File: config.mk
export PLATFORM = sky130hd
export DESIGN_NAME = exec_sequencer
export DESIGN_NICKNAME = d
export VERILOG_FILES = /design/src/rtl/exec_seq_pkg.sv /design/src/rtl/exec_sequencer_timeout.sv /design/src/rtl/exec_sequencer.sv
export SDC_FILE = /design/constraint.sdc
export NUM_CORES = 1
export LEC_CHECK = 0
export BUFFER_PORTS_ARGS = -buffer_cell sky130_fd_sc_hd__buf_4
export CAP_MARGIN = 20
export CORE_MARGIN = 2
export CORE_UTILIZATION = 35
export CTS_BUF_LIST = sky130_fd_sc_hd__clkbuf_8
export CTS_CLUSTER_DIAMETER = 200
export DETAILED_ROUTE_END_ITERATION = 12
export PLACE_DENSITY = 0.69
export SYNTH_ARGS = -nofsm -noshare
export SYNTH_HDL_FRONTEND = slang
export SYNTH_SLANG_ARGS = --single-unit
export TNS_END_PERCENT = 10
File: constraint.sdc
create_clock -name CLK -period 1.93 [get_ports CLK]
set_input_delay 0.2895 -clock CLK [delete_from_list [all_inputs] [get_ports CLK]]
set_output_delay 0.2895 -clock CLK [all_outputs]
set_load 0.02 [all_outputs]
File: src/rtl/exec_seq_pkg.sv
// Shared encodings for the execution sequencer: op classes, FSM states, timeout width.
package exec_seq_pkg;

    localparam int unsigned TMO_W = 8;

    localparam logic [2:0] OP_ALU   = 3'd0;
    localparam logic [2:0] OP_SHIFT = 3'd1;
    localparam logic [2:0] OP_MUL   = 3'd2;
    localparam logic [2:0] OP_LOAD  = 3'd3;
    localparam logic [2:0] OP_STORE = 3'd4;

    typedef enum logic [3:0] {
        S_IDLE,
        S_LDB,
        S_EXE,
        S_SEXE,
        S_MRST,
        S_MWAIT,
        S_MWA,
        S_MWQ,
        S_LADDR,
        S_MRD,
        S_LWB,
        S_SADDR,
        S_SDATA,
        S_MWR,
        S_ERR
    } state_e;

    // Register index to one-hot select line.
    function automatic logic [7:0] onehot8(input logic [2:0] idx);
        return 8'd1 << idx;
    endfunction

endpackage

File: src/rtl/exec_sequencer_timeout.sv
// Wait-state cycle counter; expire flags the limit-th consecutive waiting cycle.
module seq_timeout_counter
    import exec_seq_pkg::*;
(
    input  logic             clk,
    input  logic             rst_n,
    input  logic             i_clear,
    input  logic             i_enable,
    input  logic [TMO_W-1:0] i_limit,
    output logic             o_expire_c
);

    logic [TMO_W-1:0] r_count;

    always_ff @(posedge clk or negedge rst_n) begin
        if (!rst_n) begin
            r_count <= '0;
        end else if (i_clear) begin
            r_count <= '0;
        end else if (i_enable) begin
            r_count <= r_count + TMO_W'(1);
        end
    end

    assign o_expire_c = i_enable && (r_count == (i_limit - TMO_W'(1)));

endmodule

File: src/rtl/exec_sequencer.sv
// Moore control sequencer driving datapath gates/strobes for one decoded instruction.
module exec_sequencer
    import exec_seq_pkg::*;
#(
    parameter int unsigned MEM_TIMEOUT = 15,
    parameter int unsigned MUL_TIMEOUT = 40
) (
    input  logic       CLK,
    input  logic       CLR,
    input  logic       start,
    input  logic [2:0] op,
    input  logic [2:0] rs,
    input  logic [2:0] rd,
    input  logic       mem_ready,
    input  logic       mul_done,
    output logic [7:0] ra_sel,
    output logic [7:0] sr_sel,
    output logic       SB0,
    output logic       B0B,
    output logic       MMD,
    output logic       SMD,
    output logic       MDA,
    output logic       MDM,
    output logic       SMA,
    output logic       SHS,
    output logic       ALS_H4,
    output logic       ALS_H6_a,
    output logic       ALS_H6_q,
    output logic       Rst_H6,
    output logic       mem_req,
    output logic       mem_we,
    output logic       EX0,
    output logic       busy,
    output logic       done,
    output logic       err
);

    state_e           r_state;
    state_e           w_next_state;
    logic [2:0]       r_op;
    logic [2:0]       r_rs;
    logic [2:0]       r_rd;
    logic [2:0]       w_rd_p1;
    logic             w_wait;
    logic             w_expire;
    logic [TMO_W-1:0] w_limit;

    assign w_rd_p1 = r_rd + 3'd1;
    assign w_limit = (r_state == S_MWAIT) ? TMO_W'(MUL_TIMEOUT) : TMO_W'(MEM_TIMEOUT);

    seq_timeout_counter u_tmo (
        .clk        (CLK),
        .rst_n      (CLR),
        .i_clear    (!w_wait),
        .i_enable   (w_wait),
        .i_limit    (w_limit),
        .o_expire_c (w_expire)
    );

    always_ff @(posedge CLK or negedge CLR) begin
        if (!CLR) begin
            r_state <= S_IDLE;
        end else begin
            r_state <= w_next_state;
        end
    end

    // Instruction fields are captured only on an accepted start.
    always_ff @(posedge CLK or negedge CLR) begin
        if (!CLR) begin
            r_op <= '0;
            r_rs <= '0;
            r_rd <= '0;
        end else if (r_state == S_IDLE && start) begin
            r_op <= op;
            r_rs <= rs;
            r_rd <= rd;
        end
    end

    always_comb begin
        w_next_state = r_state;
        w_wait       = 1'b0;
        ra_sel       = '0;
        sr_sel       = '0;
        SB0          = 1'b0;
        B0B          = 1'b0;
        MMD          = 1'b0;
        SMD          = 1'b0;
        MDA          = 1'b0;
        MDM          = 1'b0;
        SMA          = 1'b0;
        SHS          = 1'b0;
        ALS_H4       = 1'b0;
        ALS_H6_a     = 1'b0;
        ALS_H6_q     = 1'b0;
        Rst_H6       = 1'b0;
        mem_req      = 1'b0;
        mem_we       = 1'b0;
        EX0          = 1'b0;
        busy         = (r_state != S_IDLE);
        done         = 1'b0;
        err          = 1'b0;
        case (r_state)
            S_IDLE: begin
                if (start) begin
                    case (op)
                        OP_ALU, OP_MUL: w_next_state = S_LDB;
                        OP_SHIFT:       w_next_state = S_SEXE;
                        OP_LOAD:        w_next_state = S_LADDR;
                        OP_STORE:       w_next_state = S_SADDR;
                        default:        w_next_state = S_ERR;
                    endcase
                end
            end
            S_LDB: begin
                ra_sel       = onehot8(r_rs);
                SHS          = 1'b1;
                SB0          = 1'b1;
                w_next_state = (r_op == OP_MUL) ? S_MRST : S_EXE;
            end
            S_EXE: begin
                ra_sel       = onehot8(r_rd);
                B0B          = 1'b1;
                ALS_H4       = 1'b1;
                sr_sel       = onehot8(r_rd);
                EX0          = 1'b1;
                done         = 1'b1;
                w_next_state = S_IDLE;
            end
            S_SEXE: begin
                ra_sel       = onehot8(r_rd);
                SHS          = 1'b1;
                sr_sel       = onehot8(r_rd);
                EX0          = 1'b1;
                done         = 1'b1;
                w_next_state = S_IDLE;
            end
            S_MRST: begin
                Rst_H6       = 1'b1;
                w_next_state = S_MWAIT;
            end
            S_MWAIT: begin
                ra_sel = onehot8(r_rd);
                B0B    = 1'b1;
                w_wait = 1'b1;
                if (mul_done) begin
                    w_next_state = S_MWA;
                end else if (w_expire) begin
                    w_next_state = S_ERR;
                end
            end
            S_MWA: begin
                ALS_H6_a     = 1'b1;
                sr_sel       = onehot8(r_rd);
                EX0          = 1'b1;
                w_next_state = S_MWQ;
            end
            S_MWQ: begin
                ALS_H6_q     = 1'b1;
                sr_sel       = onehot8(w_rd_p1);
                done         = 1'b1;
                w_next_state = S_IDLE;
            end
            S_LADDR: begin
                ra_sel       = onehot8(r_rs);
                SHS          = 1'b1;
                SMA          = 1'b1;
                w_next_state = S_MRD;
            end
            // MMD follows mem_ready directly so read data is captured in the ready cycle.
            S_MRD: begin
                mem_req = 1'b1;
                MMD     = mem_ready;
                w_wait  = 1'b1;
                if (mem_ready) begin
                    w_next_state = S_LWB;
                end else if (w_expire) begin
                    w_next_state = S_ERR;
                end
            end
            S_LWB: begin
                MDA          = 1'b1;
                SHS          = 1'b1;
                sr_sel       = onehot8(r_rd);
                EX0          = 1'b1;
                done         = 1'b1;
                w_next_state = S_IDLE;
            end
            S_SADDR: begin
                ra_sel       = onehot8(r_rd);
                SHS          = 1'b1;
                SMA          = 1'b1;
                w_next_state = S_SDATA;
            end
            S_SDATA: begin
                ra_sel       = onehot8(r_rs);
                SHS          = 1'b1;
                SMD          = 1'b1;
                w_next_state = S_MWR;
            end
            S_MWR: begin
                mem_req = 1'b1;
                mem_we  = 1'b1;
                MDM     = 1'b1;
                w_wait  = 1'b1;
                if (mem_ready) begin
                    done         = 1'b1;
                    w_next_state = S_IDLE;
                end else if (w_expire) begin
                    w_next_state = S_ERR;
                end
            end
            S_ERR: begin
                done         = 1'b1;
                err          = 1'b1;
                w_next_state = S_IDLE;
            end
            default: w_next_state = S_IDLE;
        endcase
    end

endmodule

==> results by group <==
Placement
  – RePlAce Congestion: between 0.8 and 0.9
  – IO buf count: between 40 and 50
  – Hpwl dp: ~3300 um

CTS
  – H-Tree Depth: 1
  – CTS buffer count: 3
  – TritonCTS clock tree: built
  – Worst skew pair latency: between 0.2 and 0.3 ns
  – Maximum buffer depth of the clock tree: 2
  – Worst-path clk slew: approximately 0.08 ns
  – Clk sink count: 21
  – Clock Tree Root: clkbuf_8

STA
  – Pins Over Slew Limit: 0
  – Fmax: between 400 and 500 MHz
  – Final hold slack: between 0.2 and 0.3 ns
  – Final Cycle Share: 1.09
  – Final Hold Viols: 0
  – Setup Skew: about 0.0021 ns
  – Final number of setup-violating endpoints: 16
  – Unrepaired setup endpoints after global routing: yes
  – Period minus WS final: between 2 and 2.5 ns
  – Rel. slew slack: 0.629
  – Worst Max-Slew Pin Slew: 0.553 ns
  – TNS Setup: -1.17 ns
  – Final worst slack: -0.167 ns

Routing
  – Drt via density: 5.38
  – DRC violations left: 0
  – DRT Pass-1 Iters: 4
  – Initial detailed-routing violation count: 58
  – Drt total wl: 4420 um
  – Vias: ~1700
  – Antenna viol nets, final: 0
  – WL/cell: ~14 um

Hold path
  – HP Class: in -> reg

Status
  – Status: finished with violations
  – Failing checks: setup timing

Cells and area
  – Fin nets: 280
  – Ratio of cells with drive above 1 in the final layout: 0.393
  – Final core occ: 0.507
  – Syn-to-layout area delta: 41.5%
  – Ant. Diodes: 0
  – Fill cells: 447

GRT
  – Congestion Overflow GR: 0
  – Initial antenna violation count: 0
  – First-pass GRT wire length: ~7000 um
  – Gr busiest metal: met2
  – Vias in the first global route: about 1600
  – GRT met3 Usage: 0.0219
  – Met2 usage: 0.287
  – Pin count of the biggest net entering global routing: 23
  – GRT Overall Usage: 0.164
  – Met1 GRT Util: 0.218

Die
  – Ports: 48
  – Die W: around 73 um
  – Initial core utilization: 0.359
  – Row cnt: 25
  – Die ar.: 5380 sq um
  – Die Span Y: about 73 um
  – Core Box Area: roughly 4700 sq um

Pwr
  – PwrDens: ~1500 nW/um^2
  – Peak supply drop: about 0.5 mV
  – LEAKAGE: ~1.1 nW
  – Final Total Pwr: approximately 0.0035 W

Logic synthesis
  – Async S/R FF share, synth: 1.00
  – Top FF cell, synth: dfrtp_1
  – Post-synth EDFFs: 0
  – Post-Synthesis Cell Area: roughly 1700 sq um
  – Synthesized instance count: 206
  – Synthesized area per cell: roughly 8.2 sq um
  – Library cells used by synthesis: 51
  – #FFs+latches synth: 21
  – Sequential-to-total area share from yosys stat: 0.312
  – Yosys Warn Count: 0
  – Synth Net Count: between 200 and 250

Critical path
  – Type of origin of the critical path: flip-flop
  – Req. time, crit path: between 1.5 and 2 ns
  – Crit Path Max Fanout: 11
  – Critical Path Sink Type: output pin
  – Arrival time worst endpoint: about 1.8 ns
  – WS Path Type: reg -> out

Job
  – Max-cap viol count: 0
[cell type report]
cell class / count / area, sq um / share of cell area
Inverter: 8 / 30.0 / 0.0126
Tap cell: 54 / 67.6 / 0.0284
Clock inverter: 1 / 5.00 / 0.00210
Multi-Input combinational cell: 163 / 1140 / 0.479
Sequential cell: 21 / 527 / 0.221
Timing Repair Buffer: 66 / 571 / 0.240
Clock buffer: 3 / 41.3 / 0.0173
[metal layers]
metal | part of all wire | routed length, um
met1 | 0.45 | 1980
met2 | 0.51 | 2260
met3 | 0.041 | 179
met4 | 0 | 0
met5 | 0 | 0
[cell families (layout without fill, tap and decap cells)]
| logic type | count (synthesis) | in the layout | synth area share |
|---|---|---|---|
| AO/OA/AOI/OAI | 48 | 48 | 0.208 |
| multiplexers | 12 | 12 | 0.0781 |
| XOR/XNOR | 6 | 6 | 0.0312 |
| adder cells (fa/ha/maj) | 3 | 3 | 0.0223 |
| AND/OR/NAND/NOR | 94 | 94 | 0.288 |
| buffers and inverters | 22 | 78 | 0.0595 |
| flip-flops | 21 | 21 | 0.312 |
[synthesized netlist by cell type (2+ instances only)]
cell | n | share of area
buf_2 | 5 | 0.015
a21oi_1 | 7 | 0.021
nand4_1 | 2 | 0.0074
inv_1 | 8 | 0.018
a31oi_1 | 4 | 0.015
mux2i_1 | 3 | 0.018
dfrtp_1 | 21 | 0.31
nor3_1 | 8 | 0.024
nand4b_1 | 3 | 0.016
o22ai_1 | 2 | 0.0074
or3b_1 | 2 | 0.010
nand2_1 | 14 | 0.031
and2_1 | 3 | 0.011
xor2_1 | 5 | 0.026
nand3_1 | 13 | 0.039
ha_1 | 3 | 0.022
nor2_1 | 30 | 0.067
and3_1 | 3 | 0.011
nand3b_1 | 2 | 0.0089
clkbuf_1 | 5 | 0.011
a21o_1 | 2 | 0.0089
o41ai_1 | 2 | 0.010
or2_2 | 2 | 0.0074
o32ai_1 | 2 | 0.010
nand2b_1 | 4 | 0.015
o21ai_0 | 10 | 0.030
a22o_1 | 4 | 0.021
a32o_1 | 2 | 0.012
buf_1 | 2 | 0.0045
nor2b_1 | 4 | 0.015
mux2_2 | 9 | 0.060
[state kept, by name, indices dropped and copies added (netlist names)]
signal and flops:
u_tmo.r_count 8, r_rd 3, r_state 4, r_rs 3
r_op 3
[cell usage in the layout (no fill, tap or decap), drive strengths merged, types with 5 or more instances in the layout]
| cell | Yosys | final |
|---|---|---|
| o21ai | 11 | 11 |
| nand2 | 14 | 14 |
| nor2 | 30 | 30 |
| dfrtp | 21 | 21 |
| inv | 8 | 8 |
| a21oi | 7 | 7 |
| mux2 | 9 | 9 |
| xor2 | 5 | 5 |
| nor3 | 8 | 8 |
| nand3 | 13 | 13 |
| buf | 9 | 64 |
[where the power goes]
group	internal (W)	leakage, nW	switching (W)
Clock	0.000144	0.0255	0.000143
Combinational	0.00117	0.781	0.00132
Sequential	0.000587	0.267	0.000152
Total	0.00190	1.07	0.00162
[worst paths after layout]
path / startpoint / endpoint / slack (ns) / cells after the start
min in group asynchronous: CLR / u_tmo.r_count[7] / 0.45 / 2
worst max register to register: r_state[3] / r_state[0] / 0.08 / 6
worst max-delay path: r_state[3] / ra_sel[0] / -0.17 / 8
worst min-delay path: rs[1] / r_rs[1] / 0.26 / 2
max in group asynchronous: CLR / r_state[1] / 1.24 / 2
worst min register to register: r_op[2] / r_op[2] / 0.51 / 1
[per-stage QoR]
| stage | cell area, sq um | setup slack (ns) | std cells |
|---|---|---|---|
| finish | 2380 | -0.167 | 316 |
| global route | 2380 | -0.228 | 316 |
| CTS | 2260 | -0.182 | 314 |
| detailed placement | 2170 | 0.0586 | 309 |
| global placement | 2170 | 0.116 | 309 |
| floorplan | 1690 | -0.0868 | 206 |
[critical path, stage by stage (launching register included)]
cell,delay [ns]
dfrtp_1,0.41
buf_6,0.14
buf_12,0.12
nand2b_4,0.13
o32ai_4,0.07
buf_6,0.15
and2_4,0.15
a22o_1,0.24
buf_6,0.13
[what timing repair did]
| action | in CTS | in global routing |
|---|---|---|
| endpoints found under the hold margin | 21 | 0 |
| resized for setup | 9 | 21 |
| pin swaps | 1 | 4 |
| setup endpoints to repair | 17 | 19 |
| setup buffers | 0 | 1 |
| hold buffers | 1 | 0 |
| gates cloned | 0 | 1 |
No activity file was read; power rests on OpenSTA's default activity.
